--- config.mk ---
export PLATFORM = sky130hd
export DESIGN_NAME = por_seq
export DESIGN_NICKNAME = d
export VERILOG_FILES = /design/src/rtl/por_pkg.sv /design/src/rtl/por_sync2.sv /design/src/rtl/por_seq.sv
export SDC_FILE = /design/constraint.sdc
export NUM_CORES = 1
export LEC_CHECK = 0
export ABC_CLOCK_PERIOD_IN_PS = 6800
export BUFFER_PORTS_ARGS = -buffer_cell sky130_fd_sc_hd__clkbuf_2
export CAP_MARGIN = 20
export CORE_ASPECT_RATIO = 1.1
export CORE_MARGIN = 5
export CORE_UTILIZATION = 49
export CTS_CLUSTER_SIZE = 14
export DETAILED_ROUTE_END_ITERATION = 12
export GPL_TIMING_DRIVEN = 0
export PLACE_DENSITY = 0.78
export SYNTH_ARGS = -nofsm -noshare
export SYNTH_HDL_FRONTEND = slang
export SYNTH_SLANG_ARGS = --single-unit
--- constraint.sdc ---
create_clock -name osc_ck -period 6.8 [get_ports osc_ck]
set_input_delay 0.68 -clock osc_ck [delete_from_list [all_inputs] [get_ports osc_ck]]
set_output_delay 0.68 -clock osc_ck [all_outputs]
set_load 0.05 [all_outputs]
--- src/rtl/por_pkg.sv ---
`default_nettype none
// ============================================================================
//  Module      : por_pkg
//  Description : Shared definitions for the power-on-reset sequencer: FSM
//                state encoding, default parameter values, test-mode
//                timings and a small width helper.
//  Revision    : 1.0 - initial release
// ============================================================================
package por_pkg;

  // Default parameter values for por_seq
  localparam int NCH_DEF    = 4;
  localparam int ST_CNT_DEF = 37;
  localparam int STW_DEF    = 6;
  localparam int PW_DEF     = 11;
  localparam int DLYW_DEF   = 8;

  // Shortened timings used when force_short_oneshot is set
  localparam int SHORT_ST  = 4;
  localparam int SHORT_POR = 8;
  localparam int SHORT_DLY = 1;

  typedef enum logic [2:0] {
    S_RSYNC   = 3'd0,
    S_STARTUP = 3'd1,
    S_POR     = 3'd2,
    S_SEQ     = 3'd3,
    S_DONE    = 3'd4
  } state_t;

  // Largest of three widths; sizes the single shared phase counter
  function automatic int max3(input int a, input int b, input int c);
    int m;
    m = (a > b) ? a : b;
    return (m > c) ? m : c;
  endfunction

endpackage
`default_nettype wire

--- src/rtl/por_sync2.sv ---
`default_nettype none
// ============================================================================
//  Module      : por_sync2
//  Description : Two-flop synchroniser with asynchronous active-low clear.
//                Used for reset release and for the brownout flag.
//  Revision    : 1.0 - initial release
// ============================================================================
module por_sync2 (
  input  logic clk,
  input  logic clr_n,
  input  logic d,
  output logic q
);

  logic meta;

  // Two-stage capture of d; both stages clear to 0 while clr_n is low
  always_ff @(posedge clk or negedge clr_n) begin
    if (!clr_n) begin
      meta <= 1'b0;
      q    <= 1'b0;
    end else begin
      meta <= d;
      q    <= meta;
    end
  end

endmodule
`default_nettype wire

--- src/rtl/por_seq.sv ---
`default_nettype none
// ============================================================================
//  Module      : por_seq
//  Description : Power-on-reset sequencer. After supply-good is released it
//                runs a startup one-shot, emits a POR pulse, then releases
//                NCH reset channels one after another with programmable
//                gaps. A synchronised brownout restarts the whole sequence.
//  Revision    : 1.0 - initial release
// ============================================================================
module por_seq
  import por_pkg::*;
#(
  parameter int NCH    = NCH_DEF,
  parameter int ST_CNT = ST_CNT_DEF,
  parameter int STW    = STW_DEF,
  parameter int PW     = PW_DEF,
  parameter int DLYW   = DLYW_DEF
) (
  input  logic                osc_ck,
  input  logic                pwup_filt,
  input  logic                bod_n,
  input  logic                force_short_oneshot,
  input  logic                force_ena_rc_osc,
  input  logic                force_dis_rc_osc,
  input  logic [PW-1:0]       por_len,
  input  logic [NCH*DLYW-1:0] dly_cfg,
  output logic                osc_ena,
  output logic                por_unbuf,
  output logic [NCH-1:0]      rst_n,
  output logic                por_done,
  output logic                bod_seen,
  output logic [2:0]          state
);

  localparam int CW = max3(STW, PW, DLYW);
  localparam int IW = (NCH > 1) ? $clog2(NCH) : 1;

  logic                rel;       // synchronised reset release
  logic                bod_q;     // synchronised bod_n
  logic                bod_low;
  state_t              cur;       // registered FSM state
  state_t              eff;       // architectural state
  logic [CW-1:0]       cnt;
  logic [CW-1:0]       lim;
  logic                tc;
  logic [IW-1:0]       idx;
  logic [PW-1:0]       por_sh;
  logic [NCH*DLYW-1:0] dly_sh;
  logic [DLYW-1:0]     dly_cur;

  por_sync2 u_rel_sync (
    .clk   (osc_ck),
    .clr_n (pwup_filt),
    .d     (1'b1),
    .q     (rel)
  );

  por_sync2 u_bod_sync (
    .clk   (osc_ck),
    .clr_n (pwup_filt),
    .d     (bod_n),
    .q     (bod_q)
  );

  assign bod_low = ~bod_q;

  // The second synchroniser stage rising is itself the STARTUP entry edge:
  // the registered state still reads RSYNC for that one cycle, so it is
  // presented as STARTUP and the FSM runs the STARTUP branch with cnt = 0.
  assign eff   = (cur == S_RSYNC && rel) ? S_STARTUP : cur;
  assign state = eff;

  assign osc_ena = force_ena_rc_osc |
                   (~force_dis_rc_osc & pwup_filt & (eff != S_DONE));

  assign dly_cur = dly_sh[idx*DLYW +: DLYW];

  // Phase length of the current state; zero lengths are treated as one cycle
  always_comb begin
    lim = CW'(1);
    case (eff)
      S_STARTUP: lim = force_short_oneshot ? CW'(SHORT_ST) : CW'(ST_CNT);
      S_POR:     lim = force_short_oneshot ? CW'(SHORT_POR) :
                       ((por_sh == '0) ? CW'(1) : CW'(por_sh));
      S_SEQ:     lim = (force_short_oneshot || dly_cur == '0) ?
                       CW'(SHORT_DLY) : CW'(dly_cur);
      default:   lim = CW'(1);
    endcase
  end

  assign tc = (cnt == lim - CW'(1));

  // Sequencer FSM; brownout is checked first so it wins over any terminal count
  always_ff @(posedge osc_ck or negedge pwup_filt) begin
    if (!pwup_filt) begin
      cur       <= S_RSYNC;
      cnt       <= '0;
      idx       <= '0;
      rst_n     <= '0;
      por_unbuf <= 1'b0;
      por_done  <= 1'b0;
      bod_seen  <= 1'b0;
      por_sh    <= '0;
      dly_sh    <= '0;
    end else if (eff != S_RSYNC && bod_low) begin
      cur       <= S_STARTUP;
      cnt       <= '0;
      idx       <= '0;
      rst_n     <= '0;
      por_unbuf <= 1'b0;
      por_done  <= 1'b0;
      bod_seen  <= 1'b1;
      // Capture only on the edge that enters STARTUP, not while held there
      if (eff != S_STARTUP) begin
        por_sh <= por_len;
        dly_sh <= dly_cfg;
      end
    end else begin
      case (eff)
        S_RSYNC: begin
          // Last capture happens on the STARTUP entry edge
          por_sh <= por_len;
          dly_sh <= dly_cfg;
        end
        S_STARTUP: begin
          cur <= S_STARTUP;
          if (tc) begin
            cur       <= S_POR;
            cnt       <= '0;
            por_unbuf <= 1'b1;
          end else if (cnt != '1) begin
            cnt <= cnt + CW'(1);
          end
        end
        S_POR: begin
          if (tc) begin
            cur       <= S_SEQ;
            cnt       <= '0;
            por_unbuf <= 1'b0;
          end else if (cnt != '1) begin
            cnt <= cnt + CW'(1);
          end
        end
        S_SEQ: begin
          if (tc) begin
            rst_n[idx] <= 1'b1;
            cnt        <= '0;
            if (idx == IW'(NCH - 1)) begin
              cur      <= S_DONE;
              por_done <= 1'b1;
            end else begin
              idx <= idx + IW'(1);
            end
          end else if (cnt != '1) begin
            cnt <= cnt + CW'(1);
          end
        end
        default: begin
          cur <= S_DONE;
        end
      endcase
    end
  end

endmodule
`default_nettype wire

=== Yosys cells after proc, flatten, opt, wreduce, memory -nomap -nowiden ===
Cells that the tools add are included.

* Register bits after elaboration: 70
* Output and inout bits: 11
* Bits in read-only memories: 0
* Bits in latches: 0
* Memories kept: 0
* Input port bits: 49
* Word-level logic and storage cells: 103
* Bits in writable memories: 0

* Reductions and logical operators: 24
* Order comparisons: 2
* Divide/modulo/power cells: 0
* Shift operators: 1
* $add $sub $neg: 3
* Equality and inequality tests: 15
* Multiply operators: 0
* Bitwise gates (word level): 6
* Muxes and demuxes: 39

{| class="wikitable"
|+ Operators by type and width
! kind !! number
|-
| two-way mux 11 bit || 9
|-
| two-way mux 32 bit || 3
|-
| case mux 11 bit (3 select lines) || 1
|-
| variable part select 32 x 6 -> 8 bit || 1
|-
| two-way mux 3 bit || 5
|-
| != test 3 bit (second input constant) || 5
|-
| two-way mux 4 bit || 3
|-
| case mux 3 bit (4 select lines) || 1
|-
| adder 11 x 1 -> 11 bit (second input constant) || 1
|-
| equality test 11 bit || 1
|-
| zero test 11 bit || 1
|-
| != test 11 bit (second input constant) || 1
|-
| subtractor 11 x 1 -> 11 bit (second input constant) || 1
|-
| two-way mux 2 bit || 5
|-
| nonzero test 2 bit || 5
|-
| AND reduction 3 bit || 3
|-
| nonzero test 3 bit || 3
|-
| zero test 8 bit || 1
|-
| two-way mux 1 bit || 8
|-
| two-way mux 8 bit || 1
|-
| equality test 3 x 2 -> 1 bit (second input constant) || 2
|-
| zero test 3 bit || 2
|-
| two-way mux 6 bit || 1
|-
| AND reduction 2 bit || 3
|-
| 18 further kinds || 23
|}

=== Longest topological paths before layout ===
Gate-level depths: netlist (run 1).

* Depth after elaboration: 10
* Depth in mapped cells: 14
* Depth with buffers taken out: 12

=== Hierarchy ===
From an unflattened synthesis (run 1), not the netlist that was laid out.

* Cell total of the unflattened synthesis: 358
* Area, all modules: 3876.2 um2

{| class="wikitable"
|+ Modules (own cells, without submodules)
! module !! cells an instance !! seq. area each (um2) !! area each (um2) !! instances
|-
| por_seq || 354 || 1651.6 || 3776.1 || 1
|-
| por_sync2 || 2 || 50.0 || 50.0 || 2
|}

=== Worst setup path before layout (run 1) ===
OpenSTA, ideal clock, no wires.

* Path type: flip-flop to flip-flop
* From: register idx[0]
* To: register por_unbuf
* Slack: 3.173 ns
* Clock period less this slack: 3.627 ns
* Path buffers: 1
* Data arrival time: 3.533 ns
* Setup time: 0.094 ns
* Cell stages (with the launch flop): 14
* Cells stage by stage: dfrtp_1 buf_6 mux4_2 nor4_4 a21oi_1 nor2b_1 ha_1 xnor2_1 a21oi_1 nand4b_1 a2111oi_4 nand4_2 or4_1 a211oi_1

* Cells in the longest elaborated chain, start to end: 9
* Elaborated cells on any way between the ends: 10
* Classes of those cells: add/sub (1); eq/ne (3); shift (1); mux (2); reduce/logical (3)

{| class="wikitable"
|+ Ends and longest elaborated chain
! element !! line !! text
|-
| start: declaration || por_seq.sv:46 || <nowiki>logic [IW-1:0] idx;</nowiki>
|-
| start signal: assignment || por_seq.sv:152 || <nowiki>idx <= idx + IW'(1);</nowiki>
|-
| variable part select 32 x 6 -> 8 bit * || por_seq.sv:76 || <nowiki>assign dly_cur = dly_sh[idx*DLYW +: DLYW];</nowiki>
|-
| zero test 8 bit || por_seq.sv:85 || <nowiki>S_SEQ: lim = (force_short_oneshot || dly_cur == '0) ?</nowiki>
|-
| logical OR 1 bit || por_seq.sv:85 ||
|-
| two-way mux 8 bit * || por_seq.sv:85 ||
|-
| case mux 11 bit (3 select lines) * || por_seq.sv:81 || <nowiki>case (eff)</nowiki>
|-
| subtractor 11 x 1 -> 11 bit * || por_seq.sv:91 || <nowiki>assign tc = (cnt == lim - CW'(1));</nowiki>
|-
| equality test 11 bit * || por_seq.sv:91 ||
|-
| != test 3 bit (no source line) || n/a ||
|-
| AND reduction 3 bit (no source line) * || n/a ||
|-
| end signal: assignment || por_seq.sv:100 || <nowiki>por_unbuf <= 1'b0;</nowiki>
|-
| end signal: assignment || por_seq.sv:110 || <nowiki>por_unbuf <= 1'b0;</nowiki>
|-
| end signal: assignment || por_seq.sv:130 || <nowiki>por_unbuf <= 1'b1;</nowiki>
|-
| end: declaration || por_seq.sv:28 || <nowiki>output logic por_unbuf,</nowiki>
|}

Every way passes the cells marked *; elsewhere a longest branch is shown, timed or not.
A chain may end at the register's enable or synchronous reset.

=== Worst setup path after layout (run 1) ===
* From: register idx[0]
* To: register cnt[1]

* Cells in the longest elaborated chain, start to end: 10
* Elaborated cells on any way between the ends: 12
* Classes of those cells: add/sub (1); eq/ne (1); shift (1); mux (5); reduce/logical (4)

{| class="wikitable"
|+ Ends and longest elaborated chain
! element !! line !! text
|-
| variable part select 32 x 6 -> 8 bit * || por_seq.sv:76 ||
|-
| zero test 8 bit || por_seq.sv:85 ||
|-
| logical OR 1 bit || por_seq.sv:85 ||
|-
| two-way mux 8 bit * || por_seq.sv:85 ||
|-
| case mux 11 bit (3 select lines) * || por_seq.sv:81 ||
|-
| subtractor 11 x 1 -> 11 bit * || por_seq.sv:91 ||
|-
| equality test 11 bit * || por_seq.sv:91 ||
|-
| two-way mux 11 bit || por_seq.sv:136 || <nowiki>if (tc) begin</nowiki>
|-
| two-way mux 11 bit || n/a ||
|-
| two-way mux 11 bit || por_seq.sv:105 || <nowiki>end else if (eff != S_RSYNC && bod_low) begin</nowiki>
|-
| end signal: assignment || por_seq.sv:132 || <nowiki>cnt <= cnt + CW'(1);</nowiki>
|-
| end signal: assignment || por_seq.sv:141 || <nowiki>cnt <= cnt + CW'(1);</nowiki>
|-
| end signal: assignment || por_seq.sv:155 || <nowiki>cnt <= cnt + CW'(1);</nowiki>
|-
| end: declaration || por_seq.sv:43 || <nowiki>logic [CW-1:0] cnt;</nowiki>
|}

Every way passes the cells marked *; elsewhere a longest branch is shown, timed or not. The select of a mux whose other input is x is not followed.

==> results of run 1 <==
## report_power, final
group          total, µW  switching [µW]  internal (µW)  leakage [µW]
clock                447             164            283      0.000134
sequential           676             113            563      0.000876
combinational        769             407            362      0.000965
## registers in the layout, summed over array words and instances, names as in the netlist
signal	flops
por_unbuf	1
por_done	1
u_bod_sync.q	1
u_rel_sync.meta	1
idx	2
bod_seen	1
por_sh	11
dly_sh	32
rst_n	4
u_bod_sync.meta	1
u_rel_sync.q	1
cur	3
cnt	11
## routing by layer
layer,wire [µm],vias up
met5,0,-
met4,135,0
met3,570,18
met2,4883,113
met1,4003,1577
li1,-,1486
## cell families (layout without fill, tap and decap cells)
| group | after synthesis | count (layout) | share of synthesized area |
|---|---|---|---|
| compound gates | 58 | 58 | 0.1097 |
| xor+xnor | 24 | 24 | 0.05266 |
| fa+ha+maj | 6 | 6 | 0.01881 |
| buf+inv | 34 | 110 | 0.03511 |
| flops | 70 | 70 | 0.4389 |
| mux | 57 | 57 | 0.1818 |
| other cells | 1 | 1 | 0.0009395 |
| simple gates | 113 | 113 | 0.1621 |
## cells in the final DEF, fill, tap and decap left out, types with 9 or more instances in the layout
cell type and n:
sky130_fd_sc_hd__clkbuf_8 9, sky130_fd_sc_hd__nor3_1 19, sky130_fd_sc_hd__dfrtp_1 70, sky130_fd_sc_hd__inv_1 13, sky130_fd_sc_hd__xnor2_1 17, sky130_fd_sc_hd__clkbuf_2 58
sky130_fd_sc_hd__nand2_1 21, sky130_fd_sc_hd__nor2_1 19, sky130_fd_sc_hd__nand3_1 9, sky130_fd_sc_hd__mux2_2 44, sky130_fd_sc_hd__clkbuf_1 16
## worst reg2reg max path, delay by kind of cell (launching register included)
family	cells	cell delay (ns)
adders and majority gates	1	0.21
buffers and inverters	2	0.47
and+or+nand+nor	6	1.66
muxes	1	0.56
DFF	1	0.39
AOI/OAI and AO/OA	4	0.73
## final cells by class
type | count | area, µm² | share of cell area
clock buffer | 9 | 123.9 | 0.02627
buffer | 21 | 91.34 | 0.01937
inverter | 13 | 48.80 | 0.01035
tap | 108 | 135.1 | 0.02866
sequential | 70 | 1752 | 0.3716
multi-input combinational | 259 | 2100 | 0.4453
clock inverter | 7 | 146.4 | 0.03105
timing repair buffer | 60 | 317.8 | 0.06741
## how the worst max path moves through the flow
stage | startpoint | endpoint | slack, ns | cells past startpoint
floorplan | idx[0]$_DFFE_PN0P_ | por_unbuf$_DFFE_PN0P_ | 3.17 | 13
global placement | force_short_oneshot | cnt[2]$_DFFE_PN0P_ | 2.70 | 15
detailed placement | force_short_oneshot | cnt[1]$_DFFE_PN0P_ | 2.67 | 15
CTS | idx[0]$_DFFE_PN0P_ | cnt[1]$_DFFE_PN0P_ | 2.66 | 14
global route | idx[0]$_DFFE_PN0P_ | cnt[1]$_DFFE_PN0P_ | 2.29 | 14
finish | idx[0]$_DFFE_PN0P_ | cnt[1]$_DFFE_PN0P_ | 2.63 | 14
## synth_stat cells, types with 4 or more instances
cell,instances
sky130_fd_sc_hd__a21oi_1,6
sky130_fd_sc_hd__a22oi_1,4
sky130_fd_sc_hd__a41oi_1,5
sky130_fd_sc_hd__and2_1,4
sky130_fd_sc_hd__and3_1,4
sky130_fd_sc_hd__buf_2,4
sky130_fd_sc_hd__clkbuf_1,16
sky130_fd_sc_hd__dfrtp_1,70
sky130_fd_sc_hd__ha_1,6
sky130_fd_sc_hd__inv_1,13
sky130_fd_sc_hd__mux2_2,44
sky130_fd_sc_hd__mux2i_1,5
sky130_fd_sc_hd__mux4_2,8
sky130_fd_sc_hd__nand2_1,21
sky130_fd_sc_hd__nand3_1,9
sky130_fd_sc_hd__nand4_1,8
sky130_fd_sc_hd__nor2_1,19
sky130_fd_sc_hd__nor3_1,19
sky130_fd_sc_hd__nor4_1,4
sky130_fd_sc_hd__o21ai_0,8
sky130_fd_sc_hd__o21ai_1,4
sky130_fd_sc_hd__xnor2_1,17
sky130_fd_sc_hd__xor2_1,7
## per-stage QoR
stage          power, µW    util
2_1_floorplan       1247       -
3_3_place_gp        1406  0.5588
3_5_place_dp        1441  0.5617
4_1_cts             1895  0.5958
5_1_grt             2014  0.5958
6_report            1892  0.5958
==> summary.txt, run 1 <==
Clock tree
  • Clock root cell: sky130_fd_sc_hd__clkbuf_8
  • Number of H-tree branching levels: 3
  • Number of buffers created by CTS: 9
  • CTS tree: yes
  • Hold Buf Count CTS: 0
  • CTS-repair resized insts: 0
  • Clock buffer depth: 2
  • Clk Latency, worst-skew pair: 0.34 ns
  • Clock input transition at the sequential cells of the worst setup and hold paths: 0.08 ns
  • CTS sink cnt: 70
  • Number of buffers inserted to repair setup after CTS: 0

Global route
  • M2 GR Usage: 0.3478
  • Global-route layer with the greatest usage: met2
  • Pin count of the biggest net entering global routing: 38
  • Antenna violations before repair: 0
  • Global-route met3 utilization: 0.04960
  • Leftover overflow at the end of global routing: 0
  • Via count of the first global-routing pass: 3371
  • Global routing usage on met1: 0.2664
  • Global-route wire length before repair: 16630 µm
  • Tot GR Track Use: 0.2111

Timing
  • Final number of hold-violating endpoints: 0
  • Smallest setup slack after layout: 2.625 ns
  • Final setup fails: 0
  • Slew HR: 0.5733
  • Fin crit share: 0.6139
  • RSZ-0062 raised after global routing: no
  • Post-layout min period: 4.175 ns
  • Least-Margin Pin Slew: 0.6317 ns
  • Final sum of negative setup slack: 0 ns
  • Worst Hold Slack: 0.3142 ns
  • Clock skew after layout: 0.007303 ns
  • Highest Clock Rate: 239.5 MHz
  • Fin. max-slew vios: 0

Place
  • Minimum setup slack after placement: 2.666 ns
  • HPWL after detailed placement: 7195 µm
  • Area after detailed placement: 4444 µm²
  • Count of input and output buffers: 59
  • Number of placed instances, taps included: 531
  • Routability cong.: 0.9193

Route
  • DR WL/cell: 17.54 µm
  • DRC violation total after the first TritonRoute iteration: 245
  • First-pass DRT Iterations: 4
  • WL final: 9593 µm
  • DR DRC count: 0
  • Number of vias per cell after detailed routing: 5.839
  • Count of nets left with antenna violations after detail routing: 0
  • Routed via count: 3194

Pwr
  • VDD IR max: 0.2264 mV
  • Static leakage: 0.001974 µW
  • Cell area power density: 401.2 nW/µm²

Run
  • Maximum Capacitance Violations: 0

Critical path
  • Critical path launch point type: flop
  • Family with the most delay on the worst path: simple AND/OR/NAND/NOR gates
  • WP data required: 7.00 ns
  • Type of the worst setup path: flop to flop
  • End of the worst register-to-register path: cnt[1]$_DFFE_PN0P_
  • Reg2reg start: idx[0]$_DFFE_PN0P_
  • Logic depth of the worst register-to-register path: 14
  • Data arrival at the endpoint of the critical path: 4.38 ns
  • Top fanout value on the critical path: 10
  • Kind of capture point of the worst setup path: flop
  • Cell with the biggest individual delay on the critical path: sky130_fd_sc_hd__mux4_2
  • CP Cell Sequence: buf_6 -> mux4_2 -> o21a_1 -> a21oi_1 -> nor2b_1 -> ha_1 -> o21ai_0 -> nand4b_1 -> or4_1 -> o211ai_2 -> nand4_2 -> nor4_1 -> buf_2 -> nor3_1
  • Buffers plus inverters on the worst setup path: 2
  • Largest stage delay on the critical path: 0.56 ns
  • R2R setup slack: 2.63 ns

Logic synthesis
  • Area share of the largest cell type after synthesis: 0.4389
  • EDFF count, synth: 0
  • Post-synthesis sequential area ratio: 0.4389
  • Post-synthesis instance area: 3991 µm²
  • Cell variety after synth: 62
  • Synthesized area per cell: 11.00 µm²
  • Gate count of the mapped netlist: 363
  • Synth warnings: 0
  • Library cell occupying the most area in the post-synthesis netlist: sky130_fd_sc_hd__dfrtp_1
  • Number of nets in the synthesized netlist: 418
  • Top area cells in the synthesized netlist: sky130_fd_sc_hd__dfrtp_1 (44%), sky130_fd_sc_hd__mux2_2 (12%), sky130_fd_sc_hd__mux4_2 (4.5%), sky130_fd_sc_hd__xnor2_1 (3.7%), sky130_fd_sc_hd__nor3_1 (2.4%)
  • Post-synth top flop: sky130_fd_sc_hd__dfrtp_1
  • Post-synthesis sequential element count: 70
  • Proportion of register bits with asynchronous set or reset after synthesis: 1.000

Floorplan
  • Die Y: 104.7 µm
  • Effective utilization at floorplan: 0.5044
  • I/O pin count: 60
  • Row count: 34
  • Core footprint: 7913 µm²
  • Die W: 96.05 µm
  • Die area: 10050 µm²

Finish
  • Area growth, synth to finish: 18.12%
  • Area of all placed cells without fillers: 4715 µm²
  • Antenna diodes: 0
  • Number of nets in the finished design: 489
  • Post-route non-filler standard cell count: 547
  • Fraction of layout instances using a drive strength above 1: 0.3280
  • Fill cell count: 652

Run status
  • Status: finished clean

Hold path
  • Worst hold-check path type: input port to asynchronous set/reset pin
(Power assumes the default switching activity.)
==> inputs of run 2 (changes only) <==
--- a/config.mk
+++ b/config.mk
@@ -5,7 +5,7 @@
 export SDC_FILE = /design/constraint.sdc
 export NUM_CORES = 1
 export LEC_CHECK = 0
-export ABC_CLOCK_PERIOD_IN_PS = 6800
+export ABC_CLOCK_PERIOD_IN_PS = 3700
 export BUFFER_PORTS_ARGS = -buffer_cell sky130_fd_sc_hd__clkbuf_2
 export CAP_MARGIN = 20
 export CORE_ASPECT_RATIO = 1.1
@@ -14,7 +14,7 @@
 export CTS_CLUSTER_SIZE = 14
 export DETAILED_ROUTE_END_ITERATION = 12
 export GPL_TIMING_DRIVEN = 0
-export PLACE_DENSITY = 0.78
+export PLACE_DENSITY = 0.81
 export SYNTH_ARGS = -nofsm -noshare
 export SYNTH_HDL_FRONTEND = slang
 export SYNTH_SLANG_ARGS = --single-unit
==> constraint.sdc (replaced) <==
create_clock -name osc_ck -period 3.7 [get_ports osc_ck]
set_input_delay 0.37 -clock osc_ck [delete_from_list [all_inputs] [get_ports osc_ck]]
set_output_delay 0.37 -clock osc_ck [all_outputs]
set_load 0.05 [all_outputs]
==> run 2 against run 1 <==
  * The flow now finishes with violations (hold timing, setup timing)
  * Die area did not move
  * Clock skew rose by 0.0028 ns
  * Setup slack lost 2.7 ns
  * Flip-flop and latch count unchanged
  * Global-route usage fell by 0.18 points
  * Cell count is 3.5% higher
  * Register-to-register slack lost 2.7 ns
  * Fmax up 10%
  * Clock-buffer cell count stayed put
  * Via count grew 4.6%
  * Core utilization grew 3.1 points
  * Critical path depth shrank 1
==> summary.txt, run 2 (synthesis results as in run 1) <==
Run status
  • Status: finished with violations (was finished clean)
  • Failing checks: hold timing, setup timing

Timing
  • Slew HR: 0.4032 (was 0.5733)
  • Smallest setup slack after layout: -0.09198 ns (was 2.625 ns)
  • Fin crit share: 1.025 (was 0.6139)
  • Least-Margin Pin Slew: 0.8911 ns (was 0.6317 ns)
  • Final setup fails: 2 (was 0)
  • Post-layout min period: 3.792 ns (was 4.175 ns)
  • Fin. max-slew vios: 0 (unchanged)
  • Final sum of negative setup slack: -0.1017 ns (was 0 ns)
  • RSZ-0062 raised after global routing: yes (was no)
  • Highest Clock Rate: 263.7 MHz (was 239.5 MHz)
  • Final number of hold-violating endpoints: 3 (was 0)
  • Clock skew after layout: 0.01011 ns (was 0.007303 ns)
  • Worst Hold Slack: -0.001666 ns (was 0.3142 ns)

Floorplan
  • Die Y: 104.7 µm (unchanged)
  • Row count: 34 (unchanged)
  • Effective utilization at floorplan: 0.5044 (unchanged)
  • Core footprint: 7913 µm² (unchanged)
  • Die area: 10050 µm² (unchanged)
  • Die W: 96.05 µm (unchanged)
  • I/O pin count: 60 (unchanged)

Critical path
  • Kind of capture point of the worst setup path: flop (unchanged)
  • Critical path launch point type: flop (unchanged)
  • R2R setup slack: -0.09 ns (was 2.63 ns)
  • WP data required: 3.96 ns (was 7.00 ns)
  • End of the worst register-to-register path: por_unbuf$_DFFE_PN0P_ (was cnt[1]$_DFFE_PN0P_)
  • Beginning of the critical path: idx[0]$_DFFE_PN0P_ (unchanged)
  • Logic depth of the worst register-to-register path: 13 (was 14)
  • Data arrival at the endpoint of the critical path: 4.05 ns (was 4.38 ns)
  • Top fanout value on the critical path: 4 (was 10)
  • Crit path capture: por_unbuf$_DFFE_PN0P_ (was cnt[1]$_DFFE_PN0P_)
  • Type of the worst setup path: flop to flop (unchanged)
  • Reg2reg start: idx[0]$_DFFE_PN0P_ (unchanged)

Clock tree
  • CTS tree: yes (unchanged)
  • Number of H-tree branching levels: 3 (unchanged)
  • CTS sink cnt: 70 (unchanged)
  • Clock root cell: sky130_fd_sc_hd__clkbuf_8 (unchanged)
  • Number of buffers created by CTS: 9 (unchanged)
  • Hold Buf Count CTS: 0 (unchanged)
  • Clock input transition at the sequential cells of the worst setup and hold paths: 0.09 ns (was 0.08 ns)
  • Clk Latency, worst-skew pair: 0.34 ns (about the same)
  • Clock buffer depth: 2 (unchanged)

Route
  • DRC violation total after the first TritonRoute iteration: 240 (was 245)
  • Count of nets left with antenna violations after detail routing: 0 (unchanged)
  • DR DRC count: 0 (unchanged)
  • Number of vias per cell after detailed routing: 5.901 (was 5.839)
  • Routed via count: 3340 (was 3194)
  • WL final: 10110 µm (was 9593 µm)
  • WL met2: 5210 µm (was 4883 µm)
  • Met1 Routed Length: 4008 µm (was 4003 µm)
  • Top layer used by detailed routing: met4 (unchanged)
  • Detailed route wirelength on metal3: 536 µm (was 570 µm)
  • First-pass DRT Iterations: 5 (was 4)
  • DR WL/cell: 17.86 µm (was 17.54 µm)

Place
  • HPWL after detailed placement: 7097 µm (was 7195 µm)
  • Count of input and output buffers: 59 (unchanged)
  • Routability cong.: 0.8824 (was 0.9193)

Global route
  • Tot GR Track Use: 0.2094 (was 0.2111)
  • Global-route wire length before repair: 16680 µm (was 16630 µm)
  • Leftover overflow at the end of global routing: 0 (unchanged)
  • Antenna violations before repair: 0 (unchanged)
  • Via count of the first global-routing pass: 3561 (was 3371)
  • Pin count of the biggest net entering global routing: 42 (was 38)

Hold path
  • Worst hold-check path type: input port to asynchronous set/reset pin (unchanged)

Finish
  • Area growth, synth to finish: 24.17% (was 18.12%)
  • Top flop regs: dly_sh x32, cnt x11, por_sh x11 (unchanged)
  • Fraction of layout instances using a drive strength above 1: 0.3952 (was 0.3280)
  • Fill cell count: 623 (was 652)
  • Most flop-heavy register: dly_sh (unchanged)
  • Number of flip-flops under the largest register name: 32 (unchanged)
  • Antenna diodes: 0 (unchanged)
  • Leading cell type in the layout, fill and taps excluded: sky130_fd_sc_hd__dfrtp_1 (unchanged)
  • Number of nets in the finished design: 508 (was 489)
  • Highest-count cells in the layout ignoring fill and taps: sky130_fd_sc_hd__dfrtp_1 (69), sky130_fd_sc_hd__clkbuf_2 (59), sky130_fd_sc_hd__mux2_2 (44), sky130_fd_sc_hd__nand2_1 (21) (was sky130_fd_sc_hd__dfrtp_1 (70), sky130_fd_sc_hd__clkbuf_2 (58), sky130_fd_sc_hd__mux2_2 (44), sky130_fd_sc_hd__nand2_1 (21))

Pwr
  • VDD IR max: 0.4264 mV (was 0.2264 mV)
  • Cell area power density: 721.2 nW/µm² (was 401.2 nW/µm²)
  • Final Power: 3574 µW (was 1892 µW)
  • Static leakage: 0.002072 µW (was 0.001974 µW)

Run
  • Maximum Capacitance Violations: 0 (unchanged)
run 2: cell count changes in the layout (fill, tap and decap cells not counted), moves of 2 or more:
cell / change
sky130_fd_sc_hd__clkinv_4: -2
sky130_fd_sc_hd__a21oi_1: -2
sky130_fd_sc_hd__bufinv_16: -3
sky130_fd_sc_hd__inv_6: +3
sky130_fd_sc_hd__or4_1: -2
sky130_fd_sc_hd__a21oi_2: +2
sky130_fd_sc_hd__nor4_4: +2
sky130_fd_sc_hd__or4_4: +2
sky130_fd_sc_hd__buf_4: +18
sky130_fd_sc_hd__clkinvlp_4: +2
sky130_fd_sc_hd__o31ai_1: -2
run 2: worst min-delay path by stage:
stage,to,slack [ns],cells after the start
2_1_floorplan,bod_seen$_DFFE_PN0P_,0.07,0
3_3_place_gp,u_rel_sync.q$_DFF_PN0_,0.33,0
3_5_place_dp,u_bod_sync.q$_DFF_PN0_,0.35,0
4_1_cts,rst_n[0]$_DFFE_PN0P_,0.003,1
5_1_grt,rst_n[0]$_DFFE_PN0P_,0.02,1
6_report,rst_n[0]$_DFFE_PN0P_,-0.002,1
run 2: report_power, final:
part,switching (µW),total (µW),internal (µW),leakage (µW)
registers,201,1240,1040,0.000874
clock network,314,634,319,0.0000968
logic,874,1700,830,0.00110
run 2: worst max-delay path, cell delays in order (launching register included):
cell	delay, ns
sky130_fd_sc_hd__dfrtp_2	0.42
sky130_fd_sc_hd__buf_12	0.13
sky130_fd_sc_hd__mux4_2	0.56
sky130_fd_sc_hd__nor4_4	0.37
sky130_fd_sc_hd__a21oi_2	0.10
sky130_fd_sc_hd__nor2b_4	0.14
sky130_fd_sc_hd__ha_4	0.22
sky130_fd_sc_hd__xnor2_2	0.13
sky130_fd_sc_hd__a21oi_2	0.12
sky130_fd_sc_hd__nand4b_1	0.17
sky130_fd_sc_hd__a2111oi_4	0.39
sky130_fd_sc_hd__nand4_4	0.20
sky130_fd_sc_hd__or4_4	0.52
sky130_fd_sc_hd__a211oi_2	0.24
run 2: repair_timing:
item / CTS / global route
endpoints found under the setup margin: 22 / 20
gates cloned: 1 / 0
resized for setup: 21 / 12
setup buffers: 13 / 6
pin swaps: 10 / 11
run 2: area by class of cell:
type | instances | area [µm²] | share of cell area
plain buffers | 21 | 102.6 | 0.02070
clock buffers | 9 | 123.9 | 0.02499
clock inverters | 7 | 80.08 | 0.01616
inverters | 13 | 48.80 | 0.009846
multi-input cells | 259 | 2240 | 0.4519
flip-flops and latches | 70 | 1753 | 0.3537
well taps | 108 | 135.1 | 0.02727
repair buffers | 79 | 473.0 | 0.09543
run 2: per-stage QoR:
step	setup WS [ns]	instances	hold WS (ns)	util	cell area, µm²
2_1_floorplan	0.07325	363	0.07441	-	3991
3_3_place_gp	-0.3221	530	0.3349	0.5588	4422
3_5_place_dp	-0.4194	531	0.3516	0.5617	4444
4_1_cts	-0.07430	561	0.003314	0.6164	4877
5_1_grt	-0.2221	566	0.02123	0.6263	4956
6_report	-0.09198	566	-0.001666	0.6263	4956
run 2: layer usage:
| layer | GRT usage | vias to the layer above |
|---|---|---|
| met1 | 0.2506 | 1643 |
| met2 | 0.3488 | 134 |
| met3 | 0.04889 | 39 |
| li1 | - | 1524 |
| met4 | 0.1006 | 0 |
| met5 | 0 | - |
==> inputs of run 3 (changes only) <==
--- a/config.mk
+++ b/config.mk
@@ -5,11 +5,10 @@
 export SDC_FILE = /design/constraint.sdc
 export NUM_CORES = 1
 export LEC_CHECK = 0
-export ABC_CLOCK_PERIOD_IN_PS = 3700
+export ABC_CLOCK_PERIOD_IN_PS = 3100
 export BUFFER_PORTS_ARGS = -buffer_cell sky130_fd_sc_hd__clkbuf_2
 export CAP_MARGIN = 20
-export CORE_ASPECT_RATIO = 1.1
-export CORE_MARGIN = 5
+export CORE_MARGIN = 8
 export CORE_UTILIZATION = 49
 export CTS_CLUSTER_SIZE = 14
 export DETAILED_ROUTE_END_ITERATION = 12
==> constraint.sdc (replaced) <==
create_clock -name osc_ck -period 3.1 [get_ports osc_ck]
set_input_delay 0.31 -clock osc_ck [delete_from_list [all_inputs] [get_ports osc_ck]]
set_output_delay 0.31 -clock osc_ck [all_outputs]
set_load 0.05 [all_outputs]
==> run 3 against run 2 <==
  * The flow finishes with violations (setup timing)
  * Total power is 25% higher
  * Clock skew up 0.0034 ns
  * Clock power is 34% higher
  * Largest cell class unchanged
==> summary.txt, run 3 (synthesis results as in run 1) <==
Run status
  • Status: finished with violations (unchanged)
  • Failing checks: setup timing (was hold timing, setup timing)

Pwr
  • Clock network power share: 0.191 (was 0.177)
  • Cell area power density: 876.0 nW/µm² (was 721.2 nW/µm²)
  • Internal power summed over all cells: 2701 µW (was 2185 µW)
  • Fraction of power spent switching nets: 0.3948 (was 0.3888)
  • Proportion of power drawn by combinational gates: 0.476 (was 0.477)
  • Sequential Power Share: 0.333 (was 0.346)
  • P_sw: 1762 µW (was 1390 µW)
  • Static leakage: 0.002093 µW (was 0.002072 µW)
  • VDD IR max: 0.5423 mV (was 0.4264 mV)

Critical path
  • End of the worst register-to-register path: por_unbuf$_DFFE_PN0P_ (unchanged)
  • Largest stage delay on the critical path: 0.56 ns (about the same)
  • Most Frequent Cell on Critical Path: sky130_fd_sc_hd__or4_4 (was sky130_fd_sc_hd__a21oi_2)
  • Critical path launch point type: flop (unchanged)
  • Number of cells on the critical path: 13 (unchanged)
  • Kind of capture point of the worst setup path: flop (unchanged)
  • Buffers plus inverters on the worst setup path: 1 (unchanged)
  • Cell with the biggest individual delay on the critical path: sky130_fd_sc_hd__or4_4 (was sky130_fd_sc_hd__mux4_2)
  • Family with the most delay on the worst path: simple AND/OR/NAND/NOR gates (unchanged)
  • Data arrival at the endpoint of the critical path: 4.06 ns (was 4.05 ns)
  • Logic depth of the worst register-to-register path: 13 (unchanged)
  • R2R setup slack: -0.68 ns (was -0.09 ns)
  • Top fanout value on the critical path: 5 (was 4)
  • Type of the worst setup path: flop to flop (unchanged)
  • WP data required: 3.38 ns (was 3.96 ns)
  • CP Cell Sequence: buf_8 -> mux4_2 -> o21a_1 -> a21oi_2 -> nor2b_4 -> ha_4 -> o21ai_1 -> nand4b_1 -> or4_4 -> o211ai_4 -> nand4_4 -> or4_4 -> a211oi_2 (was buf_12 -> mux4_2 -> nor4_4 -> a21oi_2 -> nor2b_4 -> ha_4 -> xnor2_2 -> a21oi_2 -> nand4b_1 -> a2111oi_4 -> nand4_4 -> or4_4 -> a211oi_2)
  • Reg2reg start: idx[0]$_DFFE_PN0P_ (unchanged)

Floorplan
  • Core footprint: 8051 µm² (was 7913 µm²)
  • I/O pin count: 60 (unchanged)
  • Die W: 106.3 µm (was 96.05 µm)
  • Row count: 33 (was 34)
  • Die area: 11290 µm² (was 10050 µm²)
  • Effective utilization at floorplan: 0.4957 (was 0.5044)
  • Die Y: 106.3 µm (was 104.7 µm)

Timing
  • RSZ-0062 raised after global routing: yes (unchanged)
  • Slew HR: 0.4148 (was 0.4032)
  • Clock skew after layout: 0.01349 ns (was 0.01011 ns)
  • Fin crit share: 1.218 (was 1.025)
  • Final number of hold-violating endpoints: 0 (was 3)
  • Least-Margin Pin Slew: 0.8778 ns (was 0.8911 ns)
  • Fin. max-slew vios: 0 (unchanged)
  • Final setup fails: 22 (was 2)
  • Final sum of negative setup slack: -11.65 ns (was -0.1017 ns)
  • Smallest setup slack after layout: -0.6761 ns (was -0.09198 ns)
  • Post-layout min period: 3.776 ns (was 3.792 ns)
  • Highest Clock Rate: 264.8 MHz (was 263.7 MHz)

Clock tree
  • Clock buffer depth: 2 (unchanged)
  • Clock input transition at the sequential cells of the worst setup and hold paths: 0.08 ns (was 0.09 ns)
  • CTS tree: yes (unchanged)
  • Number of buffers created by CTS: 9 (unchanged)
  • Clock root cell: sky130_fd_sc_hd__clkbuf_8 (unchanged)
  • CTS sink cnt: 70 (unchanged)
  • Clk Latency, worst-skew pair: 0.36 ns (was 0.34 ns)
  • Number of H-tree branching levels: 3 (unchanged)

Place
  • Minimum setup slack after placement: -0.9321 ns (was -0.4194 ns)
  • HPWL after detailed placement: 7525 µm (was 7097 µm)
  • Routability cong.: 0.8926 (was 0.8824)
  • Count of input and output buffers: 59 (unchanged)

Finish
  • Highest-count cells in the layout ignoring fill and taps: sky130_fd_sc_hd__dfrtp_1 (69), sky130_fd_sc_hd__clkbuf_2 (58), sky130_fd_sc_hd__mux2_2 (44), sky130_fd_sc_hd__nand2_1 (21), sky130_fd_sc_hd__nor2_1 (18) (was sky130_fd_sc_hd__dfrtp_1 (69), sky130_fd_sc_hd__clkbuf_2 (59), sky130_fd_sc_hd__mux2_2 (44), sky130_fd_sc_hd__nand2_1 (21))
  • Number of nets in the finished design: 507 (was 508)
  • Antenna diodes: 0 (unchanged)
  • Number of flip-flops under the largest register name: 32 (unchanged)
  • Leading cell type in the layout, fill and taps excluded: sky130_fd_sc_hd__dfrtp_1 (unchanged)
  • Most flop-heavy register: dly_sh (unchanged)
  • Area growth, synth to finish: 27.62% (was 24.17%)
  • Fraction of layout instances using a drive strength above 1: 0.4179 (was 0.3952)
  • Fill cell count: 599 (was 623)
  • Area of the multi-input gates: 2328 µm² (was 2240 µm²)
  • Total area of sequential cells: 1753 µm² (unchanged)
  • Top flop regs: dly_sh x32, cnt x11, por_sh x11 (unchanged)

Hold path
  • HP Start: bod_n
  • Worst hold-check path type: input port to flop (was input port to asynchronous set/reset pin)
  • Min-Delay Endpoint: u_bod_sync.meta$_DFF_PN0_
  • Cell depth of the worst hold path: 1

Global route
  • Via count of the first global-routing pass: 3652 (was 3561)
  • Global-route wire length before repair: 17500 µm (was 16680 µm)
  • Global routing usage on met1: 0.2210 (was 0.2506)
  • Leftover overflow at the end of global routing: 0 (unchanged)
  • Global-route met3 utilization: 0.03569 (was 0.04889)
  • M2 GR Usage: 0.3338 (was 0.3488)
  • Pin count of the biggest net entering global routing: 54 (was 42)
  • Tot GR Track Use: 0.1939 (was 0.2094)
  • Global-route layer with the greatest usage: met2 (unchanged)
  • Antenna violations before repair: 0 (unchanged)

Route
  • WL final: 11170 µm (was 10110 µm)
  • DR WL/cell: 19.88 µm (was 17.86 µm)
  • Number of vias per cell after detailed routing: 6.046 (was 5.901)
  • Count of nets left with antenna violations after detail routing: 0 (unchanged)
  • Routed via count: 3398 (was 3340)
  • First-pass DRT Iterations: 4 (was 5)
  • DR DRC count: 0 (unchanged)
  • DRC violation total after the first TritonRoute iteration: 301 (was 240)

Run
  • Maximum Capacitance Violations: 0 (unchanged)
==> run 3: cell count changes in the layout (fill, tap and decap cells not counted), moves of 2 or more <==
cell	previous run	this run
sky130_fd_sc_hd__buf_4	18	14
sky130_fd_sc_hd__inv_6	3	1
sky130_fd_sc_hd__buf_16	0	2
sky130_fd_sc_hd__nor3_2	0	9
sky130_fd_sc_hd__a41oi_2	0	4
sky130_fd_sc_hd__a41oi_1	5	1
sky130_fd_sc_hd__nor3_1	19	9
==> run 3: final cells by class <==
class | count | share of cell area
Tap cell | 105 | 0.02579
Sequential cell | 70 | 0.3441
Buffer | 21 | 0.01990
Clock buffer | 10 | 0.02702
Timing Repair Buffer | 78 | 0.09801
Clock inverter | 6 | 0.01842
Inverter | 13 | 0.009580
Multi-Input combinational cell | 259 | 0.4571
==> run 3: power by group through the flow <==
stage | logic, µW | registers [µW] | clock network [µW]
global route | 2260 | 1520 | 894
detailed placement | 1740 | 1490 | 0
CTS | 1930 | 1480 | 851
global placement | 1670 | 1460 | 0
floorplan | 1370 | 1420 | 0
finish | 2120 | 1490 | 851
==> run 3: worst max-delay path by stage <==
stage | start | endpoint | slack (ns)
floorplan | idx[0]$_DFFE_PN0P_ | por_unbuf$_DFFE_PN0P_ | -0.44
global placement | idx[0]$_DFFE_PN0P_ | cnt[2]$_DFFE_PN0P_ | -0.85
detailed placement | idx[0]$_DFFE_PN0P_ | cnt[2]$_DFFE_PN0P_ | -0.93
CTS | idx[0]$_DFFE_PN0P_ | por_unbuf$_DFFE_PN0P_ | -0.59
global route | idx[0]$_DFFE_PN0P_ | por_unbuf$_DFFE_PN0P_ | -0.80
finish | idx[0]$_DFFE_PN0P_ | por_unbuf$_DFFE_PN0P_ | -0.68
==> run 3: per-layer routing <==
| layer | part of all wire | vias to the layer above |
|---|---|---|
| met5 | 0 | - |
| met4 | 0.046 | 0 |
| met3 | 0.050 | 44 |
| met2 | 0.50 | 141 |
| met1 | 0.40 | 1682 |
| li1 | - | 1531 |
==> run 3: repair_timing <==
| item | in CTS | in global routing |
|---|---|---|
| endpoints found under the hold margin | 18 | 0 |
| cloned | 2 | 0 |
| gates resized for setup | 14 | 24 |
| hold buffers | 1 | 0 |
| endpoints found under the setup margin | 22 | 22 |
| setup buffers | 12 | 3 |
| pin swaps | 3 | 14 |
==> run 3: per-stage QoR <==
stage | instances | hold WS, ns | cell area [µm²] | power, µW | util
3_3_place_gp | 527 | 0.3338 | 4468 | 3130 | 0.5549
4_1_cts | 559 | 0.05302 | 4940 | 4260 | 0.6135
3_5_place_dp | 528 | 0.2461 | 4498 | 3222 | 0.5587
6_report | 562 | 0.06022 | 5094 | 4462 | 0.6326
2_1_floorplan | 363 | 0.01441 | 4041 | 2785 | -
5_1_grt | 562 | 0.05313 | 5094 | 4680 | 0.6326
